`config.mk`:
```
export PLATFORM = sky130hd
export DESIGN_NAME = pcie_dma_tx_ram_rd_ctrl
export DESIGN_NICKNAME = d
export VERILOG_FILES = /design/src/rtl/pcie_dma_tx_ram_rd_ctrl.sv
export SDC_FILE = /design/constraint.sdc
export NUM_CORES = 1
export LEC_CHECK = 0
export BUFFER_PORTS_ARGS = -buffer_cell sky130_fd_sc_hd__buf_2
export CAP_MARGIN = 25
export CORE_ASPECT_RATIO = 1.2
export CORE_MARGIN = 5
export CORE_UTILIZATION = 55
export CTS_CLUSTER_SIZE = 30
export DETAILED_ROUTE_END_ITERATION = 12
export PLACE_DENSITY = 0.78
export SKIP_CTS_REPAIR_TIMING = 1
export SYNTH_ARGS = -nofsm -noshare
export SYNTH_HDL_FRONTEND = slang
export SYNTH_SLANG_ARGS = --single-unit
```
`constraint.sdc`:
```
create_clock -name clk -period 8.7 [get_ports clk]
set_input_delay 1.305 -clock clk [delete_from_list [all_inputs] [get_ports clk]]
set_output_delay 1.305 -clock clk [all_outputs]
set_load 0.03 [all_outputs]
```
`src/rtl/pcie_dma_tx_ram_rd_ctrl.sv`:
```
// pcie_dma_tx_ram_rd_ctrl
//   Fetches TLP payload beats (128-bit words) from the TX data RAM and
//   presents them one beat at a time to the MWr TLP generator. It keeps an
//   output register plus a 2-entry prefetch buffer, so continuous
//   consumption runs at one beat per cycle.
//
// Optional feature: define PCIE_DMA_TX_RD_DBG_EN to add the TLP and beat
//   debug counters o_dbg_tlp_cnt / o_dbg_beat_cnt.
//
// Ports
//   clk, rst_n       clock, asynchronous active-low reset
//   i_rd_en          payload read request (accepted in IDLE)
//   i_rd_length      payload length in DW (0 = 1024 DW)
//   i_mwr_tlp_tx     consumer is in its data phase
//   i_mwr_tx_hold    consumer back-pressure
//   i_tx_restart     synchronous restart: back to IDLE, address 0
//   o_ram_rd_en      RAM read strobe
//   o_ram_rd_addr    RAM word address
//   i_ram_rd_data    RAM data, valid one cycle after o_ram_rd_en
//   o_gen_tlp_start  payload beat valid
//   o_rd_data        current payload beat
//   o_last_data      current beat is the final beat of the TLP
//
// state  | meaning
// IDLE   | waiting for i_rd_en; the first read is issued on acceptance
// FILL   | reads in flight, output register still empty
// STREAM | presenting beats, prefetching the rest
// DONE   | final beat consumed, waiting for i_rd_en to drop
module pcie_dma_tx_ram_rd_ctrl #(
  parameter int ADDR_WIDTH = 9
) (
  input  logic                  clk,
  input  logic                  rst_n,
  input  logic                  i_rd_en,
  input  logic [9:0]            i_rd_length,
  input  logic                  i_mwr_tlp_tx,
  input  logic                  i_mwr_tx_hold,
  input  logic                  i_tx_restart,
  output logic                  o_ram_rd_en,
  output logic [ADDR_WIDTH-1:0] o_ram_rd_addr,
  input  logic [127:0]          i_ram_rd_data,
  output logic                  o_gen_tlp_start,
  output logic [127:0]          o_rd_data,
  output logic                  o_last_data
`ifdef PCIE_DMA_TX_RD_DBG_EN
  ,
  output logic [15:0]           o_dbg_tlp_cnt,
  output logic [23:0]           o_dbg_beat_cnt
`endif
);

  localparam logic [1:0] S_IDLE   = 2'd0;
  localparam logic [1:0] S_FILL   = 2'd1;
  localparam logic [1:0] S_STREAM = 2'd2;
  localparam logic [1:0] S_DONE   = 2'd3;

  logic [1:0]            r_state;
  logic [10:0]           r_req_left;   // beats not yet requested from RAM
  logic [10:0]           r_cons_left;  // beats not yet consumed
  logic                  r_ram_rd_en;
  logic [ADDR_WIDTH-1:0] r_addr;
  logic                  r_dvld;       // i_ram_rd_data valid this cycle
  logic                  r_out_vld;
  logic [127:0]          r_out_data;
  logic [127:0]          r_buf0;
  logic [127:0]          r_buf1;
  logic [1:0]            r_buf_cnt;

  logic [10:0] w_len11;
  logic [10:0] w_beats;
  logic        w_consume;
  logic        w_last_consume;
  logic [2:0]  w_occ;
  logic        w_issue;
  logic        w_out_free;
  logic        w_pop;
  logic        w_push;

  assign w_len11        = (i_rd_length == 10'd0) ? 11'd1024 : {1'b0, i_rd_length};
  assign w_beats        = (w_len11 + 11'd3) >> 2;
  assign w_consume      = r_out_vld & i_mwr_tlp_tx & ~i_mwr_tx_hold;
  assign w_last_consume = w_consume & (r_cons_left == 11'd1);

  // Slots in use after this cycle's consume: output reg, buffer and the two
  // pipeline stages of in-flight reads. Three slots exist in total.
  assign w_occ = {2'b00, r_out_vld} + {1'b0, r_buf_cnt} + {2'b00, r_ram_rd_en}
               + {2'b00, r_dvld} - {2'b00, w_consume};

  // The first read goes out on acceptance to reach the 3-cycle first-beat latency.
  assign w_issue = ((r_state == S_IDLE) & i_rd_en)
                 | (((r_state == S_FILL) | (r_state == S_STREAM))
                    & (r_req_left != 11'd0) & (w_occ < 3'd3));

  assign w_out_free = ~r_out_vld | w_consume;
  assign w_pop      = w_out_free & (r_buf_cnt != 2'd0);
  assign w_push     = r_dvld & ~(w_out_free & (r_buf_cnt == 2'd0));

  always_ff @(posedge clk or negedge rst_n) begin
    if (!rst_n) begin
      r_state     <= S_IDLE;
      r_req_left  <= '0;
      r_cons_left <= '0;
      r_ram_rd_en <= 1'b0;
      r_addr      <= '0;
      r_dvld      <= 1'b0;
      r_out_vld   <= 1'b0;
      r_out_data  <= '0;
      r_buf0      <= '0;
      r_buf1      <= '0;
      r_buf_cnt   <= '0;
    end else if (i_tx_restart) begin
      r_state     <= S_IDLE;
      r_req_left  <= '0;
      r_cons_left <= '0;
      r_ram_rd_en <= 1'b0;
      r_addr      <= '0;
      r_dvld      <= 1'b0;
      r_out_vld   <= 1'b0;
      r_out_data  <= '0;
      r_buf0      <= '0;
      r_buf1      <= '0;
      r_buf_cnt   <= '0;
    end else begin
      case (r_state)
        S_IDLE:   if (i_rd_en) r_state <= S_FILL;
        S_FILL:   if (r_dvld) r_state <= S_STREAM;
        S_STREAM: if (w_last_consume) r_state <= S_DONE;
        default:  if (!i_rd_en) r_state <= S_IDLE;
      endcase

      if (r_state == S_IDLE) begin
        if (i_rd_en) begin
          r_req_left  <= w_beats - 11'd1;
          r_cons_left <= w_beats;
        end
      end else begin
        if (w_issue)   r_req_left  <= r_req_left - 11'd1;
        if (w_consume) r_cons_left <= r_cons_left - 11'd1;
      end

      r_ram_rd_en <= w_issue;
      r_dvld      <= r_ram_rd_en;
      if (r_ram_rd_en) r_addr <= r_addr + ADDR_WIDTH'(1);

      if (w_out_free) begin
        if (r_buf_cnt != 2'd0) begin
          r_out_vld  <= 1'b1;
          r_out_data <= r_buf0;
        end else if (r_dvld) begin
          r_out_vld  <= 1'b1;
          r_out_data <= i_ram_rd_data;
        end else begin
          r_out_vld  <= 1'b0;
        end
      end

      case ({w_pop, w_push})
        2'b11: begin
          if (r_buf_cnt == 2'd2) begin
            r_buf0 <= r_buf1;
            r_buf1 <= i_ram_rd_data;
          end else begin
            r_buf0 <= i_ram_rd_data;
          end
        end
        2'b10: begin
          r_buf0    <= r_buf1;
          r_buf_cnt <= r_buf_cnt - 2'd1;
        end
        2'b01: begin
          if (r_buf_cnt == 2'd0) r_buf0 <= i_ram_rd_data;
          else                   r_buf1 <= i_ram_rd_data;
          r_buf_cnt <= r_buf_cnt + 2'd1;
        end
        default: ;
      endcase
    end
  end

  assign o_ram_rd_en     = r_ram_rd_en;
  assign o_ram_rd_addr   = r_addr;
  assign o_gen_tlp_start = r_out_vld;
  assign o_rd_data       = r_out_data;
  assign o_last_data     = r_out_vld & (r_cons_left == 11'd1);

`ifdef PCIE_DMA_TX_RD_DBG_EN
  logic [15:0] r_dbg_tlp_cnt;
  logic [23:0] r_dbg_beat_cnt;

  always_ff @(posedge clk or negedge rst_n) begin
    if (!rst_n) begin
      r_dbg_tlp_cnt  <= '0;
      r_dbg_beat_cnt <= '0;
    end else if (i_tx_restart) begin
      r_dbg_tlp_cnt  <= '0;
      r_dbg_beat_cnt <= '0;
    end else begin
      if (w_last_consume) r_dbg_tlp_cnt  <= r_dbg_tlp_cnt + 16'd1;
      if (w_consume)      r_dbg_beat_cnt <= r_dbg_beat_cnt + 24'd1;
    end
  end

  assign o_dbg_tlp_cnt  = r_dbg_tlp_cnt;
  assign o_dbg_beat_cnt = r_dbg_beat_cnt;
`endif

endmodule

```
Word level (Yosys, flattened, before mapping):

Cells that the tools add are included.

* add/subtract/negate cells: 11
* order comparisons: 1
* eq/ne operators: 14
* multiplexer cells: 37
* bitwise logic cells: 16
* reduce and logical (&&, ||, !) cells: 19

Operators with widths (count)
* 128-bit two-way mux: 10
* 128-bit one-hot mux with 3 select lines: 1
* 128-bit one-hot mux with 2 select lines: 1
* 11-bit two-way mux: 9
* 11-bit by 1-bit subtractor with 11-bit output, second input constant: 2
* 9-bit two-way mux: 2
* 3-bit inequality test, second input constant: 6
* 3-bit nonzero test: 5
* 2-bit two-way mux: 6
* 11-bit by 2-bit adder with 11-bit output, second input constant: 1
* 11-bit by 1-bit equality test with 1-bit output, second input constant: 1
* 11-bit nonzero test: 1
* 1-bit bitwise AND: 10
* 10-bit logical NOT: 1
* 9-bit by 1-bit subtractor with 10-bit output, second input constant: 1
* 9-bit by 1-bit adder with 9-bit output, second input constant: 1
* 2-bit equality test, second input constant: 4
* 2-bit AND reduction: 4
* 3-bit by 1-bit adder with 3-bit output: 2
* 1-bit two-way mux: 6
* 2-bit one-hot mux with 3 select lines: 1
* 2-bit nonzero test: 3
* 5-bit by 1-bit inequality test with 1-bit output, second input constant: 1
* 2-bit by 1-bit equality test with 1-bit output, second input constant: 2
* 12 further kinds: 17

* bits in registers: 422
* input port bits: 144
* output and inout port bits: 140
* word-level logic and storage cells: 109

Longest topological paths before layout:

* depth after elaboration: 10
* depth in mapped cells: 14
* gate-level depth less buffers: 13

Worst setup path after synthesis:

No wires, ideal clock.

* path kind: input to register
* from: input port i_mwr_tx_hold
* to: register r_req_left[6]
* setup time: 0.087 ns
* arrival time: 3.977 ns
* required time: 8.613 ns
* path slack: 4.636 ns
* cell stages on the path: 13
* path buffers: 0
* cell sequence: nand3b_1 -> inv_1 -> ha_1 -> fa_1 -> inv_1 -> ha_1 -> inv_1 -> fa_1 -> nand2b_1 -> and4_1 -> nand2_1 -> or4b_1 -> o211ai_1

* longest elaborated chain between the ends: 8

RTL lines
* start, declared: line 37 `input logic i_mwr_tx_hold,`
* 1-bit NOT: line 81 `assign w_consume = r_out_vld & i_mwr_tlp_tx & ~i_mwr_tx_hold;`
* 1-bit bitwise AND: line 81
* 3-bit by 1-bit subtractor with 3-bit output: line 87 `+ {2'b00, r_dvld} - {2'b00, w_consume};`
* 3-bit by 2-bit < comparator with 1-bit output: line 92 `& (r_req_left != 11'd0) & (w_occ < 3'd3));`
* 1-bit bitwise AND: line 92
* 1-bit bitwise OR: line 91 `| (((r_state == S_FILL) | (r_state == S_STREAM))`
* 3-bit nonzero test (no source line)
* 2-bit AND reduction (no source line)
* end signal, assigned: line 133 `r_req_left <= w_beats - 11'd1;`
* end signal, assigned: line 137 `if (w_issue) r_req_left <= r_req_left - 11'd1;`
* end, declared: line 58 `logic [10:0] r_req_left;`

Every way passes these cells.
A chain may end at the register's enable or synchronous reset.

Worst setup path after layout:

* from: input port i_mwr_tx_hold
* to: register r_buf0[105]

* longest elaborated chain between the ends: 9
* elaborated cells on any way between the ends: 15
* those cells by class: 4 x eq/ne; 2 x mux; 7 x bitwise; 2 x reduce/logical

RTL lines
* 1-bit NOT (*): line 81
* 1-bit bitwise AND (*): line 81
* 1-bit bitwise OR (*): line 94 `assign w_out_free = ~r_out_vld | w_consume;`
* 1-bit bitwise AND: line 96 `assign w_push = r_dvld & ~(w_out_free & (r_buf_cnt == 2'd0));`
* 1-bit NOT: line 96
* 1-bit bitwise AND: line 96
* 2-bit by 1-bit equality test with 1-bit output / 2-bit equality test (equally long branches): line 157 `case ({w_pop, w_push})`
* 128-bit one-hot mux with 3 select lines, or another cell as far along: line 157
* 128-bit two-way mux / 2-bit AND reduction (equally long branches)
* end signal, assigned: line 160 `r_buf0 <= r_buf1;`
* end signal, assigned: line 163 `r_buf0 <= i_ram_rd_data;`
* end signal, assigned: line 167 `r_buf0 <= r_buf1;`
* end, declared: line 65 `logic [127:0] r_buf0;`

Every way passes the cells marked *; elsewhere a longest branch is shown, timed or not.

==> run metrics <==
Fmax=241 MHz; Post-synth ARST share=1.00; HP Class=register to register; Synth cell types=65; Slew HR=0.336; Final Max Tran Viols=0; sequential area share after synthesis=0.569; Mapped Cells=1769; post-DR vias/cell=6.14; initial drt markers=1532; DRT antenna net count=0; I/O Buffers=283; RSZ-0062 raised after global routing=no; top cells by area, synth=dfrtp_1 (57%), a22oi_1 (11%), nand2_1 (6.0%); Root Driver=clkbuf_16; Buf/Inv on CP=2; placed cell count=2368; post-synth net total=1930; Final setup viols=0; hold depth=2; largest net degree at the start of global routing=161; actual slew at the worst max-slew pin=0.996 ns; Initial Util=0.558; CTS tree=done; most numerous cell on the critical path=ha_1; # IOs=284; Final min period=4.15 ns; R2R setup slack=4.99 ns; Fin Clk Skew=0.0193 ns; Hold Fails Final Rpt=0; Placeable Area=33200 sq um; Syn Area/Cell=10.5 sq um; final net count=2125; DR pass1 iterations=6; Yosys reg bits=422; max-cap violations=0; Rows=73; Setup TNS=0 ns; critical path, cell by cell=buf_2 > nand3b_1 > ha_1 > nand2b_1 > ha_1 > nand2_1 > o21a_4 > buf_4 > a22oi_1 > o21ai_0; Total GRT Usage=0.255; WL per Instance=19.8 microns; Worst Path Max Fanout=65; Area growth syn-to-layout=15.4%; die area=37500 sq um; CP top delay family=compound AO/OA/AOI/OAI gates; via count of the first global-routing pass=15600; Worst Reg-to-Reg Cells=10; Power Density=345 nW/um^2; Post-synth EDFFs=0; Post-Syn Area=18500 sq um; Most used DFF post-synth=dfrtp_1; # DRC=0; Cell Count, Final, Fillers Out=2452; end-of-flow core utilization=0.644; CTS buffer count=42; Routed WL=48500 microns; crit path kind=input pin to register; worst hold start=o_rd_data[18]; Worst EP arrival=4.58 ns; clock sink total=422; Yosys top cell by area=dfrtp_1; Clock Path Buffers=3; Lkg Pwr=9.93 nW; CTS H-tree lvls=2; global route overflow=0; run status=complete, no violations; worst skew pair latency=0.54 ns; critical path startpoint category=input pin; global-route wire length before repair=79600 microns; VDD IR-drop max=226 uV; layout cells sized above 1=0.192; R2R Path End=r_buf1[121]; Reg2Reg Launch Point=o_gen_tlp_start; FILL cells=2647; critical path's slowest cell=buf_4; Syn. warnings=0; post-DP HPWL=28900 microns; Final period util=0.477; Hold Path Sink=o_rd_data[18]; Clock Pin Slew Worst Setup and Hold Paths=0.06 ns; detailed-route via count=15100; RePlAce Congestion=0.830; CP endpoint kind=register; CP Data Required Time=9.13 ns; Die Ht=211 microns; initial antenna violation count=10; CP max stage delay=0.75 ns; Synth top area share=0.569; Die W=178 microns
per-stage QoR:
step | hold WS, ns | power (mW) | cell area (sq um) | setup slack, ns
after floorplan | 0.448 | 4.74 | 18500 | 4.64
after global placement | 0.457 | 5.43 | 19900 | 4.08
after detailed placement | 0.466 | 5.50 | 19900 | 4.07
after CTS | 0.480 | 7.41 | 21300 | 4.60
after global routing | 0.500 | 7.79 | 21400 | 4.33
final | 0.472 | 7.38 | 21400 | 4.55
layout by cell type, fill, tap and decap left out, drive strengths merged, types with 11 or more instances in the layout:
master	instances
a21oi	14
a22o	121
a22oi	260
buf	304
clkbuf	62
dfrtp	422
ha	15
inv	23
nand2	297
nor2	44
nor3	11
o21ai	288
xnor2	15
synth_stat cells, types with 2 or more instances:
cell type and count:
nor2_1 43, nor3_1 10, mux2i_1 6, nor3b_1 3, nand2_1 297, xnor2_1 15
nand3_1 8, nor2b_1 3, nand4_1 9, nor4_1 4, o31ai_1 5, o21ai_1 75
a21o_1 3, nand4b_1 2, a211o_1 2, o21a_1 3, buf_4 8, a22o_1 121
nand2b_1 4, or3_1 4, o21ai_0 212, inv_1 21, buf_2 68, fa_1 2
o311ai_0 2, and3_1 2, dfrtp_1 422, a22oi_1 260, buf_1 2, buf_6 19
a211oi_1 3, clkbuf_1 45, xor2_1 10, and2_1 4, o211ai_1 4, ha_1 15
a31oi_1 2, and4_1 3, a21oi_1 12, clkbuf_2 11
flip-flops by register name, indices dropped and copies added (netlist names):
register	cells
r_dvld	1
r_buf0	128
r_buf_cnt	2
o_ram_rd_addr	9
o_ram_rd_en	1
r_state	2
o_rd_data	128
r_cons_left	11
r_req_left	11
r_buf1	128
o_gen_tlp_start	1
where the power goes:
part	switching (mW)	total, mW	internal [mW]
clock	0.749	1.89	1.14
combinational	1.84	2.61	0.769
sequential	0.363	2.88	2.52
cells by family after synthesis:
group	count (synthesis)	synth area share
adder cells (fa/ha/maj)	17	0.0123
multiplexers	7	0.00385
AO/OA/AOI/OAI	717	0.260
XOR/XNOR	25	0.0118
AND/OR/NAND/NOR	406	0.0923
flip-flops	422	0.569
buffers and inverters	175	0.0501
worst reg2reg max path, stage by stage (launching register included):
cell,delay (ns)
dfrtp_1,0.44
nand3b_1,0.19
ha_1,0.26
nor2_1,0.07
nor2_1,0.19
ha_1,0.37
nor2_1,0.09
a21oi_1,0.30
and3_4,0.72
buf_4,0.75
a22o_1,0.28
worst max-delay path by stage:
stage | from | end | slack, ns | depth (start not counted)
after floorplan | i_mwr_tx_hold | r_req_left[6] | 4.64 | 13
final | i_mwr_tx_hold | r_buf0[105] | 4.55 | 10
after CTS | i_mwr_tx_hold | r_buf0[60] | 4.60 | 12
after global placement | i_mwr_tx_hold | r_buf0[126] | 4.08 | 10
after global routing | i_mwr_tx_hold | r_buf0[60] | 4.33 | 13
after detailed placement | i_mwr_tx_hold | r_buf0[1] | 4.07 | 10
layout make-up:
| type | instances | area, sq um | area share |
|---|---|---|---|
| Clock buffer | 62 | 1210 | 0.0564 |
| Clock inverter | 13 | 223 | 0.0104 |
| Multi-Input combinational cell | 1172 | 7110 | 0.332 |
| Sequential cell | 422 | 10600 | 0.493 |
| Inverter | 22 | 82.6 | 0.00386 |
| Antenna cell | 7 | 17.5 | 0.000818 |
| Tap cell | 450 | 563 | 0.0263 |
| Timing Repair Buffer | 304 | 1640 | 0.0765 |
metal layers:
layer / wire (microns) / vias to the layer above / global-route usage / part of all wire
met5: 37 / - / 0 / 0.00076
met3: 3430 / 109 / 0.0491 / 0.071
met1: 19900 / 7505 / 0.335 / 0.41
li1: - / 6824 / - / -
met2: 23400 / 611 / 0.424 / 0.48
met4: 1650 / 6 / 0.0926 / 0.034
(Power assumes the default switching activity.)
